File: src/rtl/uart_tx_arbiter.sv
// uart_tx_arbiter
//   Shares one UART transmitter among N_REQ requesters. A round-robin
//   arbiter grants one requester at a time. The granted WORD_BYTES-byte word
//   is captured and streamed to the tx LSB byte first over the tx's
//   start/done handshake. When the last byte has left the line, a one-cycle
//   ack pulse goes back to the requester.
//
// Ports
//   i_clk, i_reset   clock; synchronous active-high reset
//   i_req[N_REQ]     level requests, held until the matching ack
//   i_word           packed words, requester k owns slice k
//   o_ack[N_REQ]     one-cycle pulse: requester's word fully transmitted
//   o_grant[N_REQ]   one-hot owner of the tx, 0 when idle
//   o_busy           high whenever the FSM is not idle
//   o_tx_start       to tx i_tx_start
//   o_tx_data        to tx i_data, stable while o_tx_start is high
//   i_tx_done        from tx o_tx_done (high = tx idle)
module uart_tx_arbiter #(
  parameter int N_REQ      = 4,
  parameter int WORD_BYTES = 4,
  parameter int DBIT       = 8
) (
  input  logic                              i_clk,
  input  logic                              i_reset,
  input  logic [N_REQ-1:0]                  i_req,
  input  logic [N_REQ*WORD_BYTES*DBIT-1:0]  i_word,
  output logic [N_REQ-1:0]                  o_ack,
  output logic [N_REQ-1:0]                  o_grant,
  output logic                              o_busy,
  output logic                              o_tx_start,
  output logic [DBIT-1:0]                   o_tx_data,
  input  logic                              i_tx_done
);

  localparam int IDX_W  = $clog2(N_REQ);
  localparam int CNT_W  = (WORD_BYTES > 1) ? $clog2(WORD_BYTES) : 1;
  localparam int WORD_W = WORD_BYTES * DBIT;

  typedef enum logic [2:0] {
    S_IDLE,
    S_LOAD,
    S_START,
    S_WAIT,
    S_ACK
  } state_t;

  state_t              state_q, state_d;
  logic [IDX_W-1:0]    rr_q, rr_d;
  logic [IDX_W-1:0]    idx_q, idx_d;
  logic [CNT_W-1:0]    byte_cnt_q, byte_cnt_d;
  logic [WORD_W-1:0]   shift_q, shift_d;
  logic [N_REQ-1:0]    grant_q, grant_d;
  logic [N_REQ-1:0]    ack_q, ack_d;
  logic                busy_q, busy_d;
  logic                tx_start_q, tx_start_d;
  logic [DBIT-1:0]     tx_data_q, tx_data_d;

  logic                pick_found;
  logic [IDX_W-1:0]    pick_idx;
  logic [WORD_W-1:0]   word_sel;
  logic [WORD_W-1:0]   shift_nxt;

  // (base + off) mod N_REQ; off < N_REQ so a single subtract is enough.
  function automatic logic [IDX_W-1:0] wrap_add(input logic [IDX_W-1:0] base,
                                                input int unsigned      off);
    int unsigned s;
    s = 32'(base) + off;
    if (s >= N_REQ) s = s - N_REQ;
    return s[IDX_W-1:0];
  endfunction

  // Round-robin pick: first set request at or above rr_q, wrapping.
  always_comb begin
    pick_found = 1'b0;
    pick_idx   = '0;
    for (int i = 0; i < N_REQ; i++) begin
      if (!pick_found && i_req[wrap_add(rr_q, i)]) begin
        pick_found = 1'b1;
        pick_idx   = wrap_add(rr_q, i);
      end
    end
  end

  assign word_sel  = i_word[idx_q*WORD_W +: WORD_W];
  assign shift_nxt = shift_q >> DBIT;

  always_comb begin
    state_d    = state_q;
    rr_d       = rr_q;
    idx_d      = idx_q;
    byte_cnt_d = byte_cnt_q;
    shift_d    = shift_q;
    grant_d    = grant_q;
    ack_d      = '0;
    tx_start_d = tx_start_q;
    tx_data_d  = tx_data_q;

    unique case (state_q)
      S_IDLE: begin
        // A low done here means the tx is still finishing someone else's
        // frame, so arbitration waits until the line is free.
        if (i_tx_done && pick_found) begin
          grant_d = N_REQ'(1) << pick_idx;
          idx_d   = pick_idx;
          state_d = S_LOAD;
        end
      end
      S_LOAD: begin
        // Word is sampled here only; later changes on i_word are ignored.
        // Start is raised on the way into START so the first byte is
        // offered two cycles after arbitration.
        shift_d    = word_sel;
        byte_cnt_d = '0;
        tx_start_d = 1'b1;
        tx_data_d  = word_sel[DBIT-1:0];
        state_d    = S_START;
      end
      S_START: begin
        // The tx only samples start on a baud tick; done falling is the
        // acceptance. Start must be gone before done rises again.
        if (!i_tx_done) begin
          tx_start_d = 1'b0;
          state_d    = S_WAIT;
        end
      end
      S_WAIT: begin
        if (i_tx_done) begin
          if (byte_cnt_q == CNT_W'(WORD_BYTES - 1)) begin
            ack_d   = grant_q;
            state_d = S_ACK;
          end else begin
            shift_d    = shift_nxt;
            byte_cnt_d = byte_cnt_q + 1'b1;
            tx_start_d = 1'b1;
            tx_data_d  = shift_nxt[DBIT-1:0];
            state_d    = S_START;
          end
        end
      end
      S_ACK: begin
        // Served requester drops to lowest priority.
        rr_d    = wrap_add(idx_q, 1);
        grant_d = '0;
        state_d = S_IDLE;
      end
      default: state_d = S_IDLE;
    endcase

    busy_d = (state_d != S_IDLE);
  end

  always_ff @(posedge i_clk) begin
    if (i_reset) begin
      state_q    <= S_IDLE;
      rr_q       <= '0;
      idx_q      <= '0;
      byte_cnt_q <= '0;
      shift_q    <= '0;
      grant_q    <= '0;
      ack_q      <= '0;
      busy_q     <= 1'b0;
      tx_start_q <= 1'b0;
      tx_data_q  <= '0;
    end else begin
      state_q    <= state_d;
      rr_q       <= rr_d;
      idx_q      <= idx_d;
      byte_cnt_q <= byte_cnt_d;
      shift_q    <= shift_d;
      grant_q    <= grant_d;
      ack_q      <= ack_d;
      busy_q     <= busy_d;
      tx_start_q <= tx_start_d;
      tx_data_q  <= tx_data_d;
    end
  end

  assign o_ack      = ack_q;
  assign o_grant    = grant_q;
  assign o_busy     = busy_q;
  assign o_tx_start = tx_start_q;
  assign o_tx_data  = tx_data_q;

endmodule

File: config.mk
export PLATFORM = sky130hd
export DESIGN_NAME = uart_tx_arbiter
export DESIGN_NICKNAME = d
export VERILOG_FILES = /design/src/rtl/uart_tx_arbiter.sv
export SDC_FILE = /design/constraint.sdc
export NUM_CORES = 1
export LEC_CHECK = 0
export CAP_MARGIN = 20
export CORE_MARGIN = 1.5
export CORE_UTILIZATION = 30
export CTS_BUF_LIST = sky130_fd_sc_hd__clkbuf_16
export DETAILED_ROUTE_END_ITERATION = 8
export HOLD_SLACK_MARGIN = 0.12
export PLACE_DENSITY = 0.66
export SLEW_MARGIN = 20
export SYNTH_ARGS = -nofsm -noshare
export SYNTH_HDL_FRONTEND = slang
export SYNTH_SLANG_ARGS = --single-unit
File: constraint.sdc
create_clock -name i_clk -period 1.8 [get_ports i_clk]
set_input_delay 0.36 -clock i_clk [delete_from_list [all_inputs] [get_ports i_clk]]
set_output_delay 0.36 -clock i_clk [all_outputs]
set_load 0.02 [all_outputs]
==> reports/results.tsv <==
metric	value	unit
status	complete, no violations	
clockRootBuffer	clkbuf_16	
cp_cell_sequence	clkdlybuf4s50_1 -> o41ai_1 -> or4_4 -> or3_4 -> o31ai_2	
synth_area	2930	um^2
r2r_end	o_grant[2]	
fin_crit_sh	98.1	%
hold_start	i_reset	
synth_edf_count	0	
hpwlAfterDp	6850	um
clock-sinks	51	
yosysWarnings	0	
hold_viol_final	0	
grt_max_degree	27	
cts-htree-levels	2	
worst_pin_slew	0.535	ns
grt.total_usage	16.2	%
fp.dieArea	10400	um^2
die-width	102	um
rsz0062_at_grt	no	
min_path_type	primary input to flip-flop	
wl	8440	um
gp_congestion	0.781	
layout_setup_ws	0.0350	ns
ff2ff_path_depth	3	
firstDrtPassIters	4	
cp-start-kind	primary input	
n_antenna_cell	0	
antenna_found_initial	0	
end_kind	flip-flop	
grt_pass1_vias	2958	
ir_drop	0.000410	V
wl_per_cell	14.6	um
critPathMaxFanout	2	
hold_depth	2	
ant_nets	0	
hold_buffers	0	
ys_seq_elements	51	
dp_slack	-0.265	ns
r2r_setup_slack	0.23	ns
finalSetupViolCount	0	
syn-mean-instance-area	9.75	um^2
synth.net_count	437	
area_growth	63.4	%
holdPathEnd	idx_q[1]	
final_layout_size_suffix_gt1_share	15.7	%
cts_tree	built	
portBuffers	152	
layout_min_cycle_time	1.77	ns
core_area	9370	um^2
insertion_delay	0.29	ns
critPathMaxStageDelay	0.49	ns
synth_flop_cell	dfxtp_1	
drtIter0Drc	87	
worst-endpoint-arrival	1.97	ns
synth.distinct_cells	36	
cts_max_path_buffers	2	
slowest_stage	clkdlybuf4s50_1	
start_util	31.3	%
synthArstFlopShare	0	%
power.density	632	nW/um^2
crit_type	primary input to flip-flop	
synthCells	301	
fmax	567	MHz
drc	0	
vias_per_cell	5.02	
seq_area_frac_synth	34.8	%
nNetsFinal	582	
numCtsBuffers	5	
clk_pin_slew	0.06	ns
dr_total_vias	2891	
finClkSkew	0.00540	ns
worstPathRequired	2.01	ns
finalSetupTns	0	ns
overflow	0	
cap_violations	0	
max-slew-margin-rel	64.2	%
die_h	102	um
grt_pass1_wl	13300	um
power.leakage	1.72	nW
core.rowCount	35	
ios	153	
regToRegStartpoint	state_q[2]	
slew_violations	0	
==> report_power, final <==
part / switching (mW) / total (mW) / internal, mW
registers: 0.0437 / 1.25 / 1.21
clock network: 0.399 / 0.905 / 0.506
logic: 0.331 / 0.876 / 0.545
total: 0.774 / 3.03 / 2.26
==> stage by stage <==
| step | util (%) | hold WS (ns) | instances | power [mW] | area (um^2) |
|---|---|---|---|---|---|
| 6_report | 51.2 | 0.379 | 576 | 3.03 | 4790 |
| 5_1_grt | 51.2 | 0.395 | 576 | 3.18 | 4790 |
| 4_1_cts | 50.9 | 0.371 | 576 | 3.05 | 4770 |
| 3_5_place_dp | 49.4 | 0.491 | 568 | 2.16 | 4630 |
| 3_3_place_gp | 49.4 | 0.487 | 568 | 2.14 | 4630 |
| 2_1_floorplan | - | 0.469 | 301 | 1.71 | 2930 |
==> how the worst max path moves through the flow <==
stage          slack (ns)        from  cells past startpoint         end
2_1_floorplan        0.13  state_q[0]                      5  o_grant[2]
3_3_place_gp        -0.24    i_req[0]                      5  o_grant[2]
3_5_place_dp        -0.26    i_req[0]                      5  o_grant[0]
4_1_cts              0.03    i_req[0]                      5  o_grant[0]
5_1_grt            0.0004    i_req[3]                      5  o_grant[2]
6_report             0.03   i_tx_done                      5  o_grant[2]
==> cell usage in the layout (no fill, tap or decap), types with 5 or more instances in the layout <==
cell             Yosys  final
a211oi_1            27     27
a22oi_1              9      9
mux4_2              32     32
a21oi_1             29     28
dfxtp_1             51     50
clkdlybuf4s50_1      0    150
clkbuf_16            0      5
buf_4                8     18
nand2_1             29     29
nor2_1              46     45
==> synth_stat cells (2+ instances only) <==
master,instances,area (um^2)
a211oi_1,27,203
a21oi_1,29,145
a22oi_1,9,67.6
and2_1,4,25.0
buf_2,6,30.0
buf_4,8,60.1
buf_6,2,22.5
clkbuf_1,18,67.6
dfxtp_1,51,1020
mux4_2,32,721
nand2_1,29,109
nand2b_1,4,25.0
nand3_1,2,10.0
nand4b_1,2,17.5
nor2_1,46,173
nor2b_1,4,25.0
nor3_1,4,20.0
nor4_1,3,18.8
o21ai_0,2,10.0
o31ai_1,2,15.0
o31ai_2,2,25.0
==> flip-flops by register name (all words and copies together), names as in the netlist <==
name,count
state_q,3
o_grant,4
idx_q,2
o_tx_start,1
o_busy,1
shift_q,32
o_ack,4
rr_q,2
byte_cnt_q,2
==> what timing repair did <==
item,CTS,global route
resized for setup,0,5
hold endpoints to repair,0,0
endpoints found under the setup margin,0,5
setup buffers,0,0
==> critical path: cells and delay by family <==
family	cells	cell delay [ns]
buffers and inverters	1	0.49
AND/OR/NAND/NOR	2	0.85
AO/OA/AOI/OAI	2	0.27
==> per-layer routing <==
layer | vias to the layer above | global-route usage (%) | wire length [um]
li1 | 1408 | - | -
met1 | 1361 | 18.7 | 3430
met2 | 111 | 29.4 | 4320
met3 | 11 | 3.76 | 552
met4 | 0 | 5.27 | 136
met5 | - | 0 | 0
==> area by class of cell <==
type | instances | area, um^2
Fill cell | 907 | 4580
Multi-Input combinational cell | 214 | 1750
Timing Repair Buffer | 173 | 1710
Sequential cell | 51 | 1020
Tap cell | 129 | 161
Clock buffer | 5 | 125
Clock inverter | 3 | 15.0
Inverter | 1 | 3.75
==> logic make-up (layout without fill, tap and decap cells) <==
| logic type | Yosys count | count (layout) | share of synthesized area, % |
|---|---|---|---|
| muxes | 32 | 32 | 24.6 |
| DFF | 51 | 51 | 34.8 |
| adders and majority gates | 1 | 1 | 0.426 |
| xor gates and xnor gates | 1 | 1 | 0.299 |
| and+or+nand+nor | 104 | 104 | 16.3 |
| buffers and inverters | 36 | 182 | 6.40 |
| AOI/OAI and AO/OA | 76 | 76 | 17.2 |
Power figures use the tool's default switching activity.
